[src/rtl/lcd_timing_gen_if.sv]
`default_nettype none
// ============================================================================
// Module      : lcd_timing_gen_if
// Description : Pixel-source handshake between lcd_timing_gen and an upstream
//               pixel source. The generator requests a pixel and publishes its
//               active-area coordinate. The source answers with an RGB565
//               value in the same cycle.
// Revision    : 1.0 - initial release
// ============================================================================
interface lcd_timing_gen_if #(
    parameter int CW = 16
);
    logic          pix_req;
    logic [CW-1:0] pix_x;
    logic [CW-1:0] pix_y;
    logic [15:0]   pix_rgb;

    modport master (output pix_req, output pix_x, output pix_y, input pix_rgb);
    modport slave  (input pix_req, input pix_x, input pix_y, output pix_rgb);
endinterface
`default_nettype wire

[src/rtl/lcd_timing_gen.sv]
`default_nettype none
// ============================================================================
// Module      : lcd_timing_gen
// Description : Parametrised RGB565 LCD timing and test-pattern generator.
//               It produces HSYNC/VSYNC/DE with programmable porches and
//               polarities, and a per-pixel request with coordinates. RGB
//               comes from built-in bars, gradient or checker patterns, or
//               from a solid colour or pass-through pixel in mode 3.
//               Optional feature macro: LCD_TIMING_GEN_PASSTHRU_EN
//               (mode 3 forwards pix_rgb instead of solid_rgb).
// Revision    : 1.0 - initial release
// ============================================================================
module lcd_timing_gen #(
    parameter int   H_ACTIVE = 800,
    parameter int   H_SYNC   = 1,
    parameter int   H_BP     = 182,
    parameter int   H_FP     = 210,
    parameter int   V_ACTIVE = 480,
    parameter int   V_SYNC   = 5,
    parameter int   V_BP     = 0,
    parameter int   V_FP     = 45,
    parameter logic HS_POL   = 1'b0,
    parameter logic VS_POL   = 1'b0,
    parameter int   CW       = 16
) (
    input  wire              PixelClk,
    input  wire              nRST,
    input  wire  [1:0]       mode,
    input  wire  [15:0]      solid_rgb,
    lcd_timing_gen_if.master pix,
    output logic             LCD_HSYNC,
    output logic             LCD_VSYNC,
    output logic             LCD_DE,
    output logic [4:0]       LCD_R,
    output logic [5:0]       LCD_G,
    output logic [4:0]       LCD_B,
    output logic             sof,
    output logic [7:0]       frame_cnt
);
    localparam int H_TOTAL = H_SYNC + H_BP + H_ACTIVE + H_FP;
    localparam int V_TOTAL = V_SYNC + V_BP + V_ACTIVE + V_FP;
    localparam int BAR_W   = H_ACTIVE / 8;
    localparam int BAR_DIV = (BAR_W == 0) ? 1 : BAR_W;

    localparam logic [CW-1:0] c_H_LAST      = CW'(H_TOTAL - 1);
    localparam logic [CW-1:0] c_V_LAST      = CW'(V_TOTAL - 1);
    localparam logic [CW-1:0] c_H_SYNC      = CW'(H_SYNC);
    localparam logic [CW-1:0] c_V_SYNC      = CW'(V_SYNC);
    localparam logic [CW-1:0] c_H_ACT_FIRST = CW'(H_SYNC + H_BP);
    localparam logic [CW-1:0] c_H_ACT_LAST  = CW'(H_SYNC + H_BP + H_ACTIVE - 1);
    localparam logic [CW-1:0] c_V_ACT_FIRST = CW'(V_SYNC + V_BP);
    localparam logic [CW-1:0] c_V_ACT_LAST  = CW'(V_SYNC + V_BP + V_ACTIVE - 1);
    localparam logic [CW-1:0] c_BAR_DIV     = CW'(BAR_DIV);
    localparam logic [CW-1:0] c_BAR_LIMIT   = CW'(8 * BAR_W);

    localparam logic [15:0] c_WHITE   = 16'hFFFF;
    localparam logic [15:0] c_YELLOW  = 16'hFFE0;
    localparam logic [15:0] c_CYAN    = 16'h07FF;
    localparam logic [15:0] c_GREEN   = 16'h07E0;
    localparam logic [15:0] c_MAGENTA = 16'hF81F;
    localparam logic [15:0] c_RED     = 16'hF800;
    localparam logic [15:0] c_BLUE    = 16'h001F;
    localparam logic [15:0] c_BLACK   = 16'h0000;

    // Reject geometries the counters and pattern logic cannot represent.
    generate
        if (H_SYNC < 1 || H_ACTIVE < 1 || V_SYNC < 1 || V_ACTIVE < 1 ||
            H_BP < 0 || H_FP < 0 || V_BP < 0 || V_FP < 0) begin : g_bad_geometry
            $error("lcd_timing_gen: SYNC/ACTIVE must be >= 1 and porches >= 0");
        end
        if (CW < 6 || CW > 31 ||
            (longint'(H_TOTAL) > (longint'(1) << CW)) ||
            (longint'(V_TOTAL) > (longint'(1) << CW))) begin : g_bad_cw
            $error("lcd_timing_gen: CW too narrow for H_TOTAL-1 / V_TOTAL-1");
        end
    endgenerate

    logic [CW-1:0] r_h;
    logic [CW-1:0] r_v;
    logic [1:0]    r_mode;
    logic [15:0]   r_rgb;
    logic          w_h_last;
    logic          w_v_last;
    logic          w_frame_start;
    logic          w_req;
    logic [CW-1:0] w_x;
    logic [CW-1:0] w_y;
    logic [CW-1:0] w_bar_idx;
    logic [15:0]   w_pat;
    logic [15:0]   w_mode3_rgb;

    assign w_h_last      = (r_h == c_H_LAST);
    assign w_v_last      = (r_v == c_V_LAST);
    assign w_frame_start = (r_h == '0) && (r_v == '0);
    assign w_req         = (r_h >= c_H_ACT_FIRST) && (r_h <= c_H_ACT_LAST) &&
                           (r_v >= c_V_ACT_FIRST) && (r_v <= c_V_ACT_LAST);
    assign w_x           = w_req ? (r_h - c_H_ACT_FIRST) : '0;
    assign w_y           = w_req ? (r_v - c_V_ACT_FIRST) : '0;
    assign w_bar_idx     = w_x / c_BAR_DIV;

    assign pix.pix_req = w_req;
    assign pix.pix_x   = w_x;
    assign pix.pix_y   = w_y;

    // Raster position: h sweeps a line, v advances on every line wrap.
    always_ff @(posedge PixelClk or negedge nRST) begin
        if (!nRST) begin
            r_h <= '0;
            r_v <= '0;
        end else if (w_h_last) begin
            r_h <= '0;
            r_v <= w_v_last ? '0 : (r_v + 1'b1);
        end else begin
            r_h <= r_h + 1'b1;
        end
    end

    // Mode is latched only at the frame origin so a frame never mixes patterns.
    always_ff @(posedge PixelClk or negedge nRST) begin
        if (!nRST) begin
            r_mode <= 2'd0;
        end else if (w_frame_start) begin
            r_mode <= mode;
        end
    end

`ifdef LCD_TIMING_GEN_PASSTHRU_EN
    // Mode 3 forwards the upstream pixel answering the current request.
    assign w_mode3_rgb = pix.pix_rgb;
    wire w_unused_solid = ^solid_rgb;
`else
    logic [15:0] r_solid;

    // Solid colour is shadowed alongside mode for tear-free updates.
    always_ff @(posedge PixelClk or negedge nRST) begin
        if (!nRST) begin
            r_solid <= 16'h0000;
        end else if (w_frame_start) begin
            r_solid <= solid_rgb;
        end
    end

    assign w_mode3_rgb = r_solid;
    wire w_unused_pix_rgb = ^pix.pix_rgb;
`endif

    // Pattern colour for the currently requested pixel.
    always_comb begin
        w_pat = c_BLACK;
        case (r_mode)
            2'd0: begin
                // Pixels past the eighth bar (division remainder) stay black.
                if (w_x < c_BAR_LIMIT) begin
                    case (w_bar_idx)
                        'd0:     w_pat = c_WHITE;
                        'd1:     w_pat = c_YELLOW;
                        'd2:     w_pat = c_CYAN;
                        'd3:     w_pat = c_GREEN;
                        'd4:     w_pat = c_MAGENTA;
                        'd5:     w_pat = c_RED;
                        'd6:     w_pat = c_BLUE;
                        default: w_pat = c_BLACK;
                    endcase
                end
            end
            2'd1:    w_pat = {w_x[4:0], w_y[5:0], ~w_x[4:0]};
            2'd2:    w_pat = (w_x[5] ^ w_y[5]) ? c_WHITE : c_BLACK;
            default: w_pat = w_mode3_rgb;
        endcase
    end

    // Panel outputs: all registered together so they stay mutually aligned.
    always_ff @(posedge PixelClk or negedge nRST) begin
        if (!nRST) begin
            LCD_HSYNC <= ~HS_POL;
            LCD_VSYNC <= ~VS_POL;
            LCD_DE    <= 1'b0;
            r_rgb     <= 16'h0000;
            sof       <= 1'b0;
            frame_cnt <= 8'd0;
        end else begin
            LCD_HSYNC <= (r_h < c_H_SYNC) ? HS_POL : ~HS_POL;
            LCD_VSYNC <= (r_v < c_V_SYNC) ? VS_POL : ~VS_POL;
            LCD_DE    <= w_req;
            r_rgb     <= w_req ? w_pat : 16'h0000;
            sof       <= w_frame_start;
            if (w_h_last && w_v_last) begin
                frame_cnt <= frame_cnt + 8'd1;
            end
        end
    end

    assign LCD_R = r_rgb[15:11];
    assign LCD_G = r_rgb[10:5];
    assign LCD_B = r_rgb[4:0];
endmodule
`default_nettype wire

[src/flat_wrapper.sv]
// flat-port wrapper written by rule: the top's interface ports become plain ports
module lcd_timing_gen_flat 
#(
    parameter int   H_ACTIVE = 800,
    parameter int   H_SYNC   = 1,
    parameter int   H_BP     = 182,
    parameter int   H_FP     = 210,
    parameter int   V_ACTIVE = 480,
    parameter int   V_SYNC   = 5,
    parameter int   V_BP     = 0,
    parameter int   V_FP     = 45,
    parameter logic HS_POL   = 1'b0,
    parameter logic VS_POL   = 1'b0,
    parameter int   CW       = 16
)
  (PixelClk, nRST, mode, solid_rgb, LCD_HSYNC, LCD_VSYNC, LCD_DE, LCD_R, LCD_G, LCD_B, sof, frame_cnt, pix_pix_req, pix_pix_x, pix_pix_y, pix_pix_rgb);
  lcd_timing_gen_if #(.CW(CW)) pix_i ();
  input  wire PixelClk;
  input  wire nRST;
  input  wire  [1:0] mode;
  input  wire  [15:0] solid_rgb;
  output logic LCD_HSYNC;
  output logic LCD_VSYNC;
  output logic LCD_DE;
  output logic [4:0] LCD_R;
  output logic [5:0] LCD_G;
  output logic [4:0] LCD_B;
  output logic sof;
  output logic [7:0] frame_cnt;
  output wire logic [$bits(pix_i.pix_req)-1:0] pix_pix_req;
  output wire logic [$bits(pix_i.pix_x)-1:0] pix_pix_x;
  output wire logic [$bits(pix_i.pix_y)-1:0] pix_pix_y;
  input wire logic [$bits(pix_i.pix_rgb)-1:0] pix_pix_rgb;
  assign pix_pix_req = pix_i.pix_req;
  assign pix_pix_x = pix_i.pix_x;
  assign pix_pix_y = pix_i.pix_y;
  assign pix_i.pix_rgb = pix_pix_rgb;
  lcd_timing_gen #(.H_ACTIVE(H_ACTIVE), .H_SYNC(H_SYNC), .H_BP(H_BP), .H_FP(H_FP), .V_ACTIVE(V_ACTIVE), .V_SYNC(V_SYNC), .V_BP(V_BP), .V_FP(V_FP), .HS_POL(HS_POL), .VS_POL(VS_POL), .CW(CW)) u_core (.PixelClk(PixelClk), .nRST(nRST), .mode(mode), .solid_rgb(solid_rgb), .pix(pix_i), .LCD_HSYNC(LCD_HSYNC), .LCD_VSYNC(LCD_VSYNC), .LCD_DE(LCD_DE), .LCD_R(LCD_R), .LCD_G(LCD_G), .LCD_B(LCD_B), .sof(sof), .frame_cnt(frame_cnt));
endmodule
[config.mk]
export PLATFORM = sky130hd
export DESIGN_NAME = lcd_timing_gen_flat
export DESIGN_NICKNAME = d
export VERILOG_FILES = /design/src/rtl/lcd_timing_gen_if.sv /design/src/rtl/lcd_timing_gen.sv /design/src/flat_wrapper.sv
export SDC_FILE = /design/constraint.sdc
export NUM_CORES = 1
export LEC_CHECK = 0
export ABC_AREA = 1
export CORE_MARGIN = 10
export CORE_UTILIZATION = 52
export DETAILED_ROUTE_END_ITERATION = 10
export PLACE_DENSITY_LB_ADDON = 0.12
export SYNTH_ARGS = -nofsm -noshare
export SYNTH_HDL_FRONTEND = slang
export SYNTH_SLANG_ARGS = --single-unit
[constraint.sdc]
create_clock -name PixelClk -period 3.19 [get_ports PixelClk]
set_clock_uncertainty 0.1 [all_clocks]
set_input_delay 0.638 -clock PixelClk [delete_from_list [all_inputs] [get_ports PixelClk]]
set_output_delay 0.638 -clock PixelClk [all_outputs]
set_load 0.005 [all_outputs]
# --- Word level (Yosys, flattened, before mapping) ---
# Index checks and enable logic that the tools add are counted.
totals:
  regBits: 78
  latch_bits: 0
  ram_bits: 0
  mem_bits_ro: 0
  out_inout_bits: 61
  memories: 0
op_classes:
  n_addsub: 5
  mul: 0
  n_div: 1
  order_cmp: 7
  eq_ne: 10
  shift: 0
  n_mux: 11
  bitwise_logic: 2
  reduce_logical: 9
ops:
  columns: ["op", "count"]
  rows:
  - ["2-to-1 mux 16 bit", 7]
  - ["case mux 16 bit (7 select lines)", 1]
  - ["equality test 16 x 3 -> 1 bit (second input constant)", 3]
  - ["logical NOT 16 bit", 3]
  - ["case mux 16 bit (3 select lines)", 1]
  - ["adder 16 x 1 -> 16 bit (second input constant)", 2]
  - ["equality test 16 x 2 -> 1 bit (second input constant)", 2]
  - ["divider 16 x 7 -> 16 bit (second input constant)", 1]
  - ["equality test 16 x 1 -> 1 bit (second input constant)", 1]
  - ["equality test 16 x 10 -> 1 bit (second input constant)", 1]
  - ["equality test 16 x 11 -> 1 bit (second input constant)", 1]
  - ["greater-or-equal comparator 16 x 3 -> 1 bit (second input constant)", 1]
  - ["greater-or-equal comparator 16 x 8 -> 1 bit (second input constant)", 1]
  - ["<= comparator 16 x 10 -> 1 bit (second input constant)", 1]
  - ["<= comparator 16 x 9 -> 1 bit (second input constant)", 1]
  - ["< comparator 16 x 1 -> 1 bit (second input constant)", 1]
  - ["< comparator 16 x 10 -> 1 bit (second input constant)", 1]
  - ["< comparator 16 x 3 -> 1 bit (second input constant)", 1]
  - ["subtractor 16 x 3 -> 16 bit (second input constant)", 1]
  - ["subtractor 16 x 8 -> 16 bit (second input constant)", 1]
  - ["adder 8 x 1 -> 8 bit (second input constant)", 1]
  - ["logical AND 1 bit", 5]
  - ["NOT 5 bit", 1]
  - ["equality test 2 x 1 -> 1 bit (second input constant)", 1]
  - ["other kinds (4)", 5]

# --- Longest topological paths before layout ---
depth:
  depth_word: 11
  depth_mapped: 28
  ltp_nobuf: 27

# --- Least setup slack after synthesis ---
# Ideal clock, no wire load.
synth_path:
  kind: "flip-flop to output port"
  from: "reg u_core.r_v[0]"
  to: "out pix_pix_y[11]"
  arrival_ns: 2.182
  t_required_ns: 2.452
  setup_slack_ns: 0.270
  path_stages_with_launch: 15
  path_cell_list: "dfrtp_1 > inv_1 > ha_1 > inv_1 > nand2_1 > nand2_1 > nor2_4 > nand3_1 > nand3_2 > nor2_4 > inv_2 > buf_6 > clkbuf_1 > buf_1 > nor2_1"
synth_via:
  elab_chain_cells: 4
  word_cells_on_any_way: 6
synth_lines:
  columns: ["element", "line_no", "text"]
  rows:
  - ["start: declaration", "lcd_timing_gen.sv:79", "logic [CW-1:0] r_v;"]
  - ["start signal: assignment", "lcd_timing_gen.sv:112", "r_v <= w_v_last ? '0 : (r_v + 1'b1);"]
  - ["greater-or-equal comparator 16 x 3 -> 1 bit", "lcd_timing_gen.sv:96", "(r_v >= c_V_ACT_FIRST) && (r_v <= c_V_ACT_LAST);"]
  - ["logical AND 1 bit", "lcd_timing_gen.sv:95", "assign w_req = (r_h >= c_H_ACT_FIRST) && (r_h <= c_H_ACT_LAST) &&"]
  - ["logical AND 1 bit", "lcd_timing_gen.sv:96", null]
  - ["2-to-1 mux 16 bit *", "lcd_timing_gen.sv:98", "assign w_y = w_req ? (r_v - c_V_ACT_FIRST) : '0;"]
  - ["end: declaration", "flat_wrapper.sv:32", "output wire logic [$bits(pix_i.pix_y)-1:0] pix_pix_y;"]
# Every way passes the cells marked *; elsewhere a longest branch is shown, timed or not.

# --- Worst setup path after layout ---
layout_path:
  from: "reg u_core.r_v[0]"
  to: "reg u_core.r_rgb[3]"
layout_via:
  elab_chain_cells: 10
  word_cells_on_any_way: 23
layout_lines:
  columns: ["element", "line_no", "text"]
  rows:
  - ["greater-or-equal comparator 16 x 3 -> 1 bit", "lcd_timing_gen.sv:96", null]
  - ["logical AND 1 bit", "lcd_timing_gen.sv:95", null]
  - ["logical AND 1 bit", "lcd_timing_gen.sv:96", null]
  - ["2-to-1 mux 16 bit", "lcd_timing_gen.sv:97", "assign w_x = w_req ? (r_h - c_H_ACT_FIRST) : '0;"]
  - ["divider 16 x 7 -> 16 bit", "lcd_timing_gen.sv:99", "assign w_bar_idx = w_x / c_BAR_DIV;"]
  - ["equality test 16 x 3 -> 1 bit (tied with other cells)", "lcd_timing_gen.sv:154", "case (w_bar_idx)"]
  - ["case mux 16 bit (7 select lines)", "lcd_timing_gen.sv:154", null]
  - ["2-to-1 mux 16 bit", "lcd_timing_gen.sv:153", "if (w_x < c_BAR_LIMIT) begin"]
  - ["case mux 16 bit (3 select lines)", "lcd_timing_gen.sv:150", "case (r_mode)"]
  - ["2-to-1 mux 16 bit *", "lcd_timing_gen.sv:185", "r_rgb <= w_req ? w_pat : 16'h0000;"]
  - ["end signal: assignment", "lcd_timing_gen.sv:185", null]
  - ["end: declaration", "lcd_timing_gen.sv:81", "logic [15:0] r_rgb;"]
# Marked as above.
# A chain may end at the register's enable or synchronous reset.

==> flow_results.xml <==
<?xml version="1.0" encoding="UTF-8"?>
<metrics>
  <group name="sta">
    <metric name="max_slew.worst_pin.slew" unit="ps">994.7</metric>
    <metric name="setup_viol_count_final" unit="">0</metric>
    <metric name="timing.final.hold_violations" unit="">0</metric>
    <metric name="report.final.slew_viol_count" unit="">0</metric>
    <metric name="max_slew_margin" unit="%">33.68</metric>
    <metric name="time_the_final_worst_path_needs_with_i_o_delays_and_setup" unit="ps">3167</metric>
    <metric name="period_share" unit="%">99.29</metric>
    <metric name="fin_tns_setup" unit="ps">0</metric>
    <metric name="grt_setup_unrepaired" unit="">yes</metric>
    <metric name="timing.final.ws_setup" unit="ps">22.57</metric>
    <metric name="max_freq" unit="GHz">0.3157</metric>
  </group>
  <group name="final_layout">
    <metric name="final_cell_mix" unit="">121 x nand2_1, 71 x dfrtp_1, 63 x inv_1, 57 x nor2_1, 46 x clkdlybuf4s50_1</metric>
    <metric name="post-route-util" unit="%">71.02</metric>
    <metric name="drive_above_1_share" unit="%">26.21</metric>
    <metric name="insertedDiodeCount" unit="">0</metric>
    <metric name="final_net_count" unit="">803</metric>
    <metric name="areaGrowthSynthToFinish" unit="%">34.16</metric>
    <metric name="layout.cells.most_common" unit="">nand2_1</metric>
  </group>
  <group name="power_and_ir_drop">
    <metric name="power_leakage" unit="nW">3.275</metric>
    <metric name="cellPowerDensity" unit="nW/µm²">284.2</metric>
    <metric name="vdd.ir_drop.worst" unit="mV">0.2732</metric>
  </group>
  <group name="setup_path">
    <metric name="crit_buf_inv" unit="">4</metric>
    <metric name="cp_max_fo" unit="">5</metric>
    <metric name="timing.rr.start" unit="">u_core.r_v[0]$_DFFE_PN0N_</metric>
    <metric name="data_arrival_at_the_endpoint_of_the_critical_path" unit="ps">3300</metric>
    <metric name="worst_path_largest_cell_delay" unit="ps">410</metric>
    <metric name="timing.critical_path.max_delay_family" unit="">simple AND/OR/NAND/NOR gates</metric>
    <metric name="worst_setup_path_end_kind" unit="">register</metric>
    <metric name="timing_worst_setup_path_type" unit="">register to register</metric>
    <metric name="cp-startpoint" unit="">u_core.r_v[0]$_DFFE_PN0N_</metric>
    <metric name="cp_common_cell" unit="">nand2_1</metric>
    <metric name="r2r_slack" unit="ps">20</metric>
    <metric name="critical-path-slowest-cell" unit="">dfrtp_1</metric>
    <metric name="worst_ep_required_time" unit="ps">3330</metric>
    <metric name="cp-start-kind" unit="">register</metric>
  </group>
  <group name="clocking">
    <metric name="cts_hold_repair.buffers" unit="">0</metric>
    <metric name="cts_tree" unit="">yes</metric>
    <metric name="h-tree-depth" unit="">3</metric>
    <metric name="cts_num_sinks" unit="">78</metric>
    <metric name="root_buffer" unit="">clkbuf_8</metric>
    <metric name="worst_skew_pair.late_latency" unit="ps">370</metric>
    <metric name="cts.reportedPaths.clkPinSlew" unit="ps">90</metric>
    <metric name="numCtsBuffers" unit="">9</metric>
    <metric name="clock_path_buffers" unit="">2</metric>
  </group>
  <group name="synthesis">
    <metric name="largest_family_of_logic_cells_by_synthesized_area" unit="">simple AND/OR/NAND/NOR gates</metric>
    <metric name="synthesized_area_per_cell" unit="µm²">7.571</metric>
    <metric name="synth_area_leader_cell" unit="">dfrtp_1</metric>
    <metric name="post_synth_instance_area" unit="µm²">4868</metric>
    <metric name="synthesis.yosys.warnings" unit="">0</metric>
    <metric name="netlist.area_leader.share" unit="%">39.06</metric>
    <metric name="synth_mux_area_share" unit="%">0</metric>
    <metric name="netlist_instances" unit="">643</metric>
    <metric name="synth_adder_area_share" unit="%">2.313</metric>
    <metric name="synth_cell_type_count" unit="">44</metric>
    <metric name="synth_seq_area_share" unit="%">40.14</metric>
    <metric name="synth_compound_area_share" unit="%">10.05</metric>
    <metric name="synth_top_cells_by_area" unit="">dfrtp_1 39%, nand2_1 9.9%, nor2_1 5.6%</metric>
    <metric name="postSynthRegisterBits" unit="">78</metric>
    <metric name="simple_gate_share_of_the_synthesized_area" unit="%">32.92</metric>
    <metric name="yosys.area_share.xor_xnor" unit="%">5.012</metric>
  </group>
  <group name="place">
    <metric name="place.gp.congestion" unit="">0.9065</metric>
    <metric name="dpl_worst_slack" unit="ps">-28.98</metric>
    <metric name="port_buffers" unit="">77</metric>
    <metric name="dpl.hpwl" unit="mm">9.596</metric>
  </group>
  <group name="global_routing">
    <metric name="use_met1" unit="%">23.82</metric>
    <metric name="grt_pass1_vias" unit="">4539</metric>
    <metric name="overflow" unit="">0</metric>
    <metric name="gr-usage-all-layers" unit="%">19.80</metric>
    <metric name="grt_first_pass_wirelength" unit="mm">21.82</metric>
    <metric name="grt.busiest_layer" unit="">met2</metric>
    <metric name="grtUsageMet3" unit="%">5.444</metric>
    <metric name="grtUsageMet2" unit="%">34.53</metric>
    <metric name="maximum_number_of_pins_on_one_net_before_global_route_repair" unit="">79</metric>
    <metric name="antenna_found_initial" unit="">0</metric>
  </group>
  <group name="floorplanning">
    <metric name="floorplan.rows" unit="">35</metric>
    <metric name="die_area" unit="µm²">13630</metric>
    <metric name="initial_utilization" unit="%">52.94</metric>
    <metric name="chipHeight" unit="µm">116.8</metric>
    <metric name="core_region_area" unit="µm²">9196</metric>
    <metric name="dieWidth" unit="µm">116.8</metric>
    <metric name="top_level_ports" unit="">97</metric>
  </group>
  <group name="job">
    <metric name="timing.max_cap.violations" unit="">0</metric>
  </group>
  <group name="routing">
    <metric name="wirelength" unit="mm">13.65</metric>
    <metric name="routed-via-count" unit="">4597</metric>
    <metric name="drt_first_iter_violations" unit="">259</metric>
    <metric name="avgViaCountPerCell" unit="">5.260</metric>
    <metric name="wl_per_cell" unit="µm">15.62</metric>
    <metric name="drt_pass1_iterations" unit="">5</metric>
    <metric name="drc" unit="">0</metric>
    <metric name="detail-route-antenna-nets" unit="">0</metric>
  </group>
  <group name="hold_path">
    <metric name="worstHoldPathType" unit="">input pin to asynchronous set/reset pin</metric>
  </group>
  <group name="outcome">
    <metric name="outcome" unit="">complete, no violations</metric>
  </group>
</metrics>
sequential cells by signal (all words and copies together), names as in the netlist:
register          count
u_core.LCD_VSYNC      1
u_core.r_mode         2
u_core.LCD_HSYNC      1
u_core.r_h           16
u_core.LCD_DE         1
u_core.r_rgb         16
u_core.frame_cnt      8
u_core.r_v           16
u_core.sof            1
u_core.r_solid       16
synthesized netlist by cell type, drive strengths merged:
cell type	instances
nand2	146
nor2	91
inv	85
dfrtp	76
a21oi	44
nand3	40
o21ai	30
nand4	21
xor2	21
nor3	17
buf	14
nor4	11
clkbuf	10
ha	9
xnor2	6
a31oi	3
clkinv	3
nor3b	3
a211oi	2
a21o	2
dfstp	2
a2111oi	1
a31o	1
conb	1
o211ai	1
o21a	1
o21bai	1
or3	1
power breakdown:
group	switching (mW)	internal [mW]	leakage (nW)
Sequential	0.00966	0.999	1.02
Combinational	0.0448	0.0315	2.16
Clock	0.403	0.367	0.0931
Total	0.458	1.40	3.28
cell families after synthesis:
logic type | after synthesis
other | 1
flip-flops | 78
AND/OR/NAND/NOR | 330
adder cells (fa/ha/maj) | 9
buffers and inverters | 112
XOR/XNOR | 27
AO/OA/AOI/OAI | 86
layout make-up:
cell class	count	area (µm²)
timing repair inverter	1	8.758
sequential	78	1961
clock inverter	6	71.32
inverter	88	342.8
timing repair buffer	125	1120
multi-input combinational	455	2761
tap	111	138.9
fill	763	2665
clock buffer	10	127.6
through the flow:
| step | power (mW) | instances | instance area (µm²) | hold slack, ps |
|---|---|---|---|---|
| floorplan | 1.056 | 645 | 4876 | 242.4 |
| global placement | 1.104 | 836 | 5866 | 356.6 |
| detailed placement | 1.106 | 836 | 5866 | 360.0 |
| CTS | 1.860 | 862 | 6254 | 378.2 |
| global route | 1.913 | 874 | 6531 | 391.8 |
| finish | 1.856 | 874 | 6531 | 328.0 |
layer usage:
layer  wire [µm]  part of all wire, %  up-vias
li1            -                    -     2302
met1        5763                   42     2139
met2        6762                   50      129
met3         871                  6.4       27
met4         251                  1.8        0
met5           0                    0        -
repair_timing:
item / 4_1_cts / 5_1_grt
setup buffers: 10 / 12
resized for setup: 73 / 78
gates cloned: 1 / 1
setup endpoints to repair: 35 / 40
pin swaps: 11 / 25
path summary, 6_finish.rpt:
check,end,depth (start not counted)
setup / recovery,u_core.r_rgb[3]$_DFF_PN0_,26
hold / removal,u_core.r_h[14]$_DFF_PN0_,1
setup reg to reg,u_core.r_rgb[3]$_DFF_PN0_,26
hold reg to reg,u_core.frame_cnt[7]$_DFFE_PN0P_,1
max in group asynchronous,u_core.r_h[0]$_DFF_PN0_,1
min in group PixelClk,u_core.frame_cnt[7]$_DFFE_PN0P_,1
worst reg2reg max path: stages (launching register included):
cell	delay [ps]
dfrtp_1	410
inv_2	110
ha_4	150
inv_2	30
nand2_1	40
nand2_1	60
nand2_1	70
nand2_2	60
nor2_2	110
nand3_2	90
nor2_4	160
buf_6	170
o21ai_4	70
nand3_4	110
nand2_4	80
nand2_4	90
nor2_4	50
buf_6	110
o21ai_4	160
xor2_2	230
nand3_4	120
nand2_2	70
nand2_1	50
nand2_1	60
nand3_2	80
nand2_4	120
a21oi_2	70
Note: power is estimated with default switching activity, not from simulation.
